--- src/rtl/nes_clk_en_gen.sv ---
// Master-clock divider producing CPU/PPU clock-enable strobes, staged core resets,
// a debug halt/single-step controller and a free-running CPU cycle counter.
module nes_clk_en_gen #(
    parameter int CPU_DIV  = 12,
    parameter int PPU_DIV  = 4,
    parameter int RST_HOLD = 8,
    parameter int CPU_LAG  = 2,
    parameter int CNT_W    = 16
) (
    input  logic             clk_mst,
    input  logic             rst_mst_n,
    input  logic             halt,
    input  logic             step,
    output logic             clk_en_cpu,
    output logic             clk_en_ppu,
    output logic             rst_en_cpu,
    output logic             rst_en_ppu,
    output logic             halted,
    output logic [CNT_W-1:0] cpu_cycle_cnt
);

    localparam int PH_W     = (CPU_DIV > 2) ? $clog2(CPU_DIV) : 1;
    localparam int TICK_MAX = RST_HOLD + CPU_LAG;
    localparam int TK_W     = $clog2(TICK_MAX + 1);
    localparam logic [PH_W-1:0] PH_LAST = PH_W'(CPU_DIV - 1);

    typedef enum logic [2:0] {
        RESET_SEQ,
        RUN,
        HALT_PEND,
        HALTED,
        STEP
    } state_t;

    state_t          state_q, state_d;
    logic [PH_W-1:0] phase_q, phase_d;
    logic [TK_W-1:0] tick_q, tick_d;
    logic            run_q;
    logic            adv;
    logic            at_last;
    logic            seq_done;
    logic            ppu_d;
    logic            cpu_d;

    assign at_last = (phase_q == PH_LAST);

    // Reset tick counter only moves while the CPU is still held in reset.
    always_comb begin
        tick_d = tick_q;
        if (clk_en_cpu && rst_en_cpu) begin
            tick_d = tick_q + 1'b1;
        end
    end

    assign seq_done = rst_en_cpu && (tick_d == TK_W'(TICK_MAX));

    always_comb begin
        state_d = state_q;
        adv     = 1'b0;
        case (state_q)
            RESET_SEQ: begin
                adv = run_q;
                if (seq_done) state_d = RUN;
            end
            RUN: begin
                adv = 1'b1;
                if (halt) state_d = HALT_PEND;
            end
            HALT_PEND: begin
                adv = 1'b1;
                if (!halt)        state_d = RUN;
                else if (at_last) state_d = HALTED;
            end
            HALTED: begin
                // Release beats a simultaneous step; phase stays at 0 on exit.
                if (!halt)     state_d = RUN;
                else if (step) state_d = STEP;
            end
            STEP: begin
                adv = 1'b1;
                if (at_last) state_d = halt ? HALTED : RUN;
            end
            default: state_d = RESET_SEQ;
        endcase
    end

    always_comb begin
        phase_d = phase_q;
        if (adv) begin
            phase_d = at_last ? '0 : phase_q + 1'b1;
        end
        ppu_d = ((int'(phase_d) % PPU_DIV) == (PPU_DIV - 1));
        cpu_d = (phase_d == PH_LAST);
    end

    always_ff @(posedge clk_mst or negedge rst_mst_n) begin
        if (!rst_mst_n) begin
            state_q <= RESET_SEQ;
            phase_q <= '0;
            tick_q  <= '0;
            run_q   <= 1'b0;
        end else begin
            state_q <= state_d;
            phase_q <= phase_d;
            tick_q  <= tick_d;
            run_q   <= 1'b1;
        end
    end

    always_ff @(posedge clk_mst or negedge rst_mst_n) begin
        if (!rst_mst_n) begin
            clk_en_cpu    <= 1'b0;
            clk_en_ppu    <= 1'b0;
            rst_en_cpu    <= 1'b1;
            rst_en_ppu    <= 1'b1;
            halted        <= 1'b0;
            cpu_cycle_cnt <= '0;
        end else begin
            clk_en_cpu <= cpu_d;
            clk_en_ppu <= ppu_d;
            halted     <= (state_d == HALTED);
            if (tick_d >= TK_W'(RST_HOLD)) rst_en_ppu <= 1'b0;
            if (seq_done) rst_en_cpu <= 1'b0;
            if (clk_en_cpu && !rst_en_cpu) begin
                cpu_cycle_cnt <= cpu_cycle_cnt + 1'b1;
            end
        end
    end

endmodule

--- config.mk ---
export PLATFORM = sky130hd
export DESIGN_NAME = nes_clk_en_gen
export DESIGN_NICKNAME = d
export VERILOG_FILES = /design/src/rtl/nes_clk_en_gen.sv
export SDC_FILE = /design/constraint.sdc
export NUM_CORES = 1
export LEC_CHECK = 0
export CORE_UTILIZATION = 52
export DETAILED_ROUTE_END_ITERATION = 10
export PLACE_DENSITY = 0.78
export SYNTH_ARGS = -nofsm -noshare
export SYNTH_HDL_FRONTEND = slang
export SYNTH_SLANG_ARGS = --single-unit
--- constraint.sdc ---
create_clock -name clk_mst -period 1.9 [get_ports clk_mst]
set_clock_uncertainty 0.15 [all_clocks]
set_input_delay 0.19 -clock clk_mst [delete_from_list [all_inputs] [get_ports clk_mst]]
set_output_delay 0.19 -clock clk_mst [all_outputs]
set_load 0.01 [all_outputs]
==> impl_metrics.py <==
metrics = {
    "drt": {
        "dr.pass1.iters": 7,
        "viasPerCell": 5.60,
        "remaining_drc_errors": 6,
        "first_iter_violations": 40,
        "route.detailed.wl_per_inst_microns": 14.5,
        "antenna_left": 0,
        "route.vias.total": 1153,
        "drt_wl_total_microns": 2990,
    },
    "global_route": {
        "antenna_found_initial": 0,
        "grt.total_usage_pct": 21.2,
        "grt_pass1_wl_microns": 5030,
        "grt_pass1_vias": 1173,
        "grt_start_max_net_pins": 34,
        "residual_overflow_from_global_routing": 0,
    },
    "logic_synthesis": {
        "yosysMostFrequentCell": "dfrtp_1",
        "ys_seq_area_share_pct": 53.0,
        "synth.net_count": 144,
        "synth.area.top_cells": "dfrtp_1 (50%), xnor2_1 (6.7%), dfstp_2 (3.4%)",
        "synth.largest_area_cell": "dfrtp_1",
        "synth_area_sq_um": 1560,
        "synth.avg_cell_area_sq_um": 11.4,
        "post_synth_inst_count": 137,
        "synth-edff-count": 0,
        "netlist_top_cells_count": "dfrtp_1 (31), nand2_1 (12), xnor2_1 (12)",
        "synth_flop_cell": "dfrtp_1",
        "synthDominantCellAreaShare_pct": 49.6,
        "ys_warn_count": 0,
        "synthArstFlopShare_pct": 100,
        "synth.distinct_cells": 42,
        "ffs_latches_synth": 33,
    },
    "power_and_ir_drop": {
        "power.static_leakage_nw": 0.872,
        "power_density_nw_per_um2": 848,
        "max-vdd-ir-drop_uv": 669,
    },
    "clock_tree": {
        "cts.sink_count": 33,
        "tritoncts": "built",
        "htree_num_levels": 2,
        "cts_inserted_buffers": 5,
        "clk-insertion-delay-late_ns": 0.34,
        "cts_hold_buf": 0,
        "clock-root-buffer": "clkbuf_4",
        "clkSlewWorstSetupHoldPaths_ns": 0.10,
        "cts.path.max_buffers": 2,
    },
    "floorplan": {
        "start_util_pct": 55.8,
        "die-width_microns": 56.8,
        "fp-row-count": 19,
        "die_area_sq_um": 3230,
        "die_height_microns": 56.8,
        "fp.coreArea_sq_um": 2810,
        "top_level_ports": 25,
    },
    "critical_path": {
        "setup.worst_path.start_class": "register",
        "cp.arrival_ns": 1.96,
        "crit_path_top_delay_cell": "dfrtp_2",
        "criticalPathCategory": "reg -> reg",
        "critical_path_buf_inv_count": 0,
        "worst-endpoint-required_ns": 1.99,
        "end_kind": "register",
        "worst-path-max-fanout": 7,
        "crit_family": "compound AO/OA/AOI/OAI gates",
        "critical_path.max_stage_delay_ns": 0.48,
        "critical_path.cell_chain": "maj3_2 > o31a_1 > a311o_1 > and3b_1",
    },
    "timing": {
        "min_period_over_period_pct": 98.4,
        "hold_viol_final": 0,
        "report.final.setup_viol": 0,
        "layout_min_cycle_time_ns": 1.87,
        "grt_setup_unrepaired": "true",
        "timing.fmax_ghz": 0.535,
        "finalMaxSlewViolations": 0,
    },
    "layout": {
        "stdcell_area_sq_um": 1940,
        "fin_util_pct": 69.1,
        "n_fill_cell": 234,
        "final_net_count": 181,
        "antennaDiodeCount": 0,
        "fraction_of_layout_instances_using_a_drive_strength_above_1_pct": 16.0,
        "area_added_between_synthesis_and_finish_pct": 24.0,
    },
    "place": {
        "gpl.final_weighted_congestion": 0.808,
        "placedInstanceArea_sq_um": 1860,
        "port-buffer-count": 24,
        "place.detailed.hpwl_microns": 2110,
    },
    "min_path": {
        "worstHoldPathType": "in -> async",
    },
    "outcome": {
        "status": "finished with violations",
        "violations": "design-rule violations",
    },
    "run": {
        "max_cap_violations": 0,
    },
}
==> layout by cell type, fill, tap and decap left out, types with 4 or more instances in the layout <==
cell / count
buf_4: 8
clkdlybuf4s50_1: 24
mux2_2: 4
clkbuf_4: 5
nor2_1: 7
xor2_1: 6
nand3_1: 9
nand2_1: 12
dfrtp_1: 30
xnor2_1: 12
==> sequential cells by signal, summed over array words and instances (netlist names) <==
signal and flops:
clk_en_cpu 1, clk_en_ppu 1, cpu_cycle_cnt 16, halted 1
phase_q 4, rst_en_cpu 1, rst_en_ppu 1, run_q 1
state_q 3, tick_q 4
==> metrics by stage <==
step	cells	setup TNS, ns	hold slack (ns)	setup WS (ns)	total power (W)
final	206	0	0.0791	0.0297	0.00164
after floorplan	137	0	-0.256	0.111	0.00110
after global routing	206	-0.00623	0.103	-0.00623	0.00174
after detailed placement	195	0	0.313	0.000815	0.00128
after global placement	195	0	0.311	0.0582	0.00125
after CTS	203	0	0.0948	0.0249	0.00165
==> final timing paths <==
kind	startpoint	end	slack [ns]	cells past startpoint
worst max register to register	state_q[1]	clk_en_cpu	0.03	4
worst min register to register	cpu_cycle_cnt[15]	cpu_cycle_cnt[15]	0.32	1
min in group clk_mst	halt	state_q[1]	0.32	3
worst max-delay path	state_q[1]	clk_en_cpu	0.03	4
max in group asynchronous	rst_mst_n	rst_en_ppu	1.17	2
worst min-delay path	rst_mst_n	cpu_cycle_cnt[6]	0.08	2
==> kinds of logic (layout without fill, tap and decap cells) <==
| kind of cell | Yosys count | in the layout | share of synthesized area, % |
|---|---|---|---|
| buffers and inverters | 5 | 43 | 2.16 |
| xor gates and xnor gates | 18 | 18 | 10.1 |
| muxes | 4 | 4 | 2.88 |
| adders and majority gates | 4 | 4 | 3.12 |
| other | 1 | 1 | 0.240 |
| and+or+nand+nor | 58 | 58 | 22.1 |
| DFF | 33 | 33 | 53.0 |
| AOI/OAI and AO/OA | 14 | 14 | 6.48 |
==> cell type report <==
| type | count | area, sq um | share of cell area [%] |
|---|---|---|---|
| sequential | 33 | 830 | 42.8 |
| multi-input combinational | 99 | 708 | 36.5 |
| timing repair buffer | 32 | 300 | 15.5 |
| clock buffer | 6 | 41.3 | 2.13 |
| tap | 31 | 38.8 | 2.00 |
| inverter | 3 | 11.3 | 0.581 |
| clock inverter | 2 | 10.0 | 0.516 |
==> power breakdown <==
part | internal (W) | switching [W]
logic | 0.000215 | 0.000157
registers | 0.000790 | 0.000108
clock network | 0.000141 | 0.000235
==> layer usage <==
metal / GRT usage (%) / share of wire, % / vias up
met2: 36.4 / 50 / 33
met4: 14.3 / 1.8 / 0
met1: 23.2 / 43 / 559
met5: 0 / 0 / -
met3: 4.84 / 5.6 / 5
li1: - / - / 556
==> what timing repair did <==
action | 4_1_cts | 5_1_grt
cloned | 0 | 0
pin swaps | 0 | 0
setup buffers | 0 | 3
setup endpoints to repair | 1 | 2
resized for setup | 1 | 1
No activity file was read; power rests on OpenSTA's default activity.
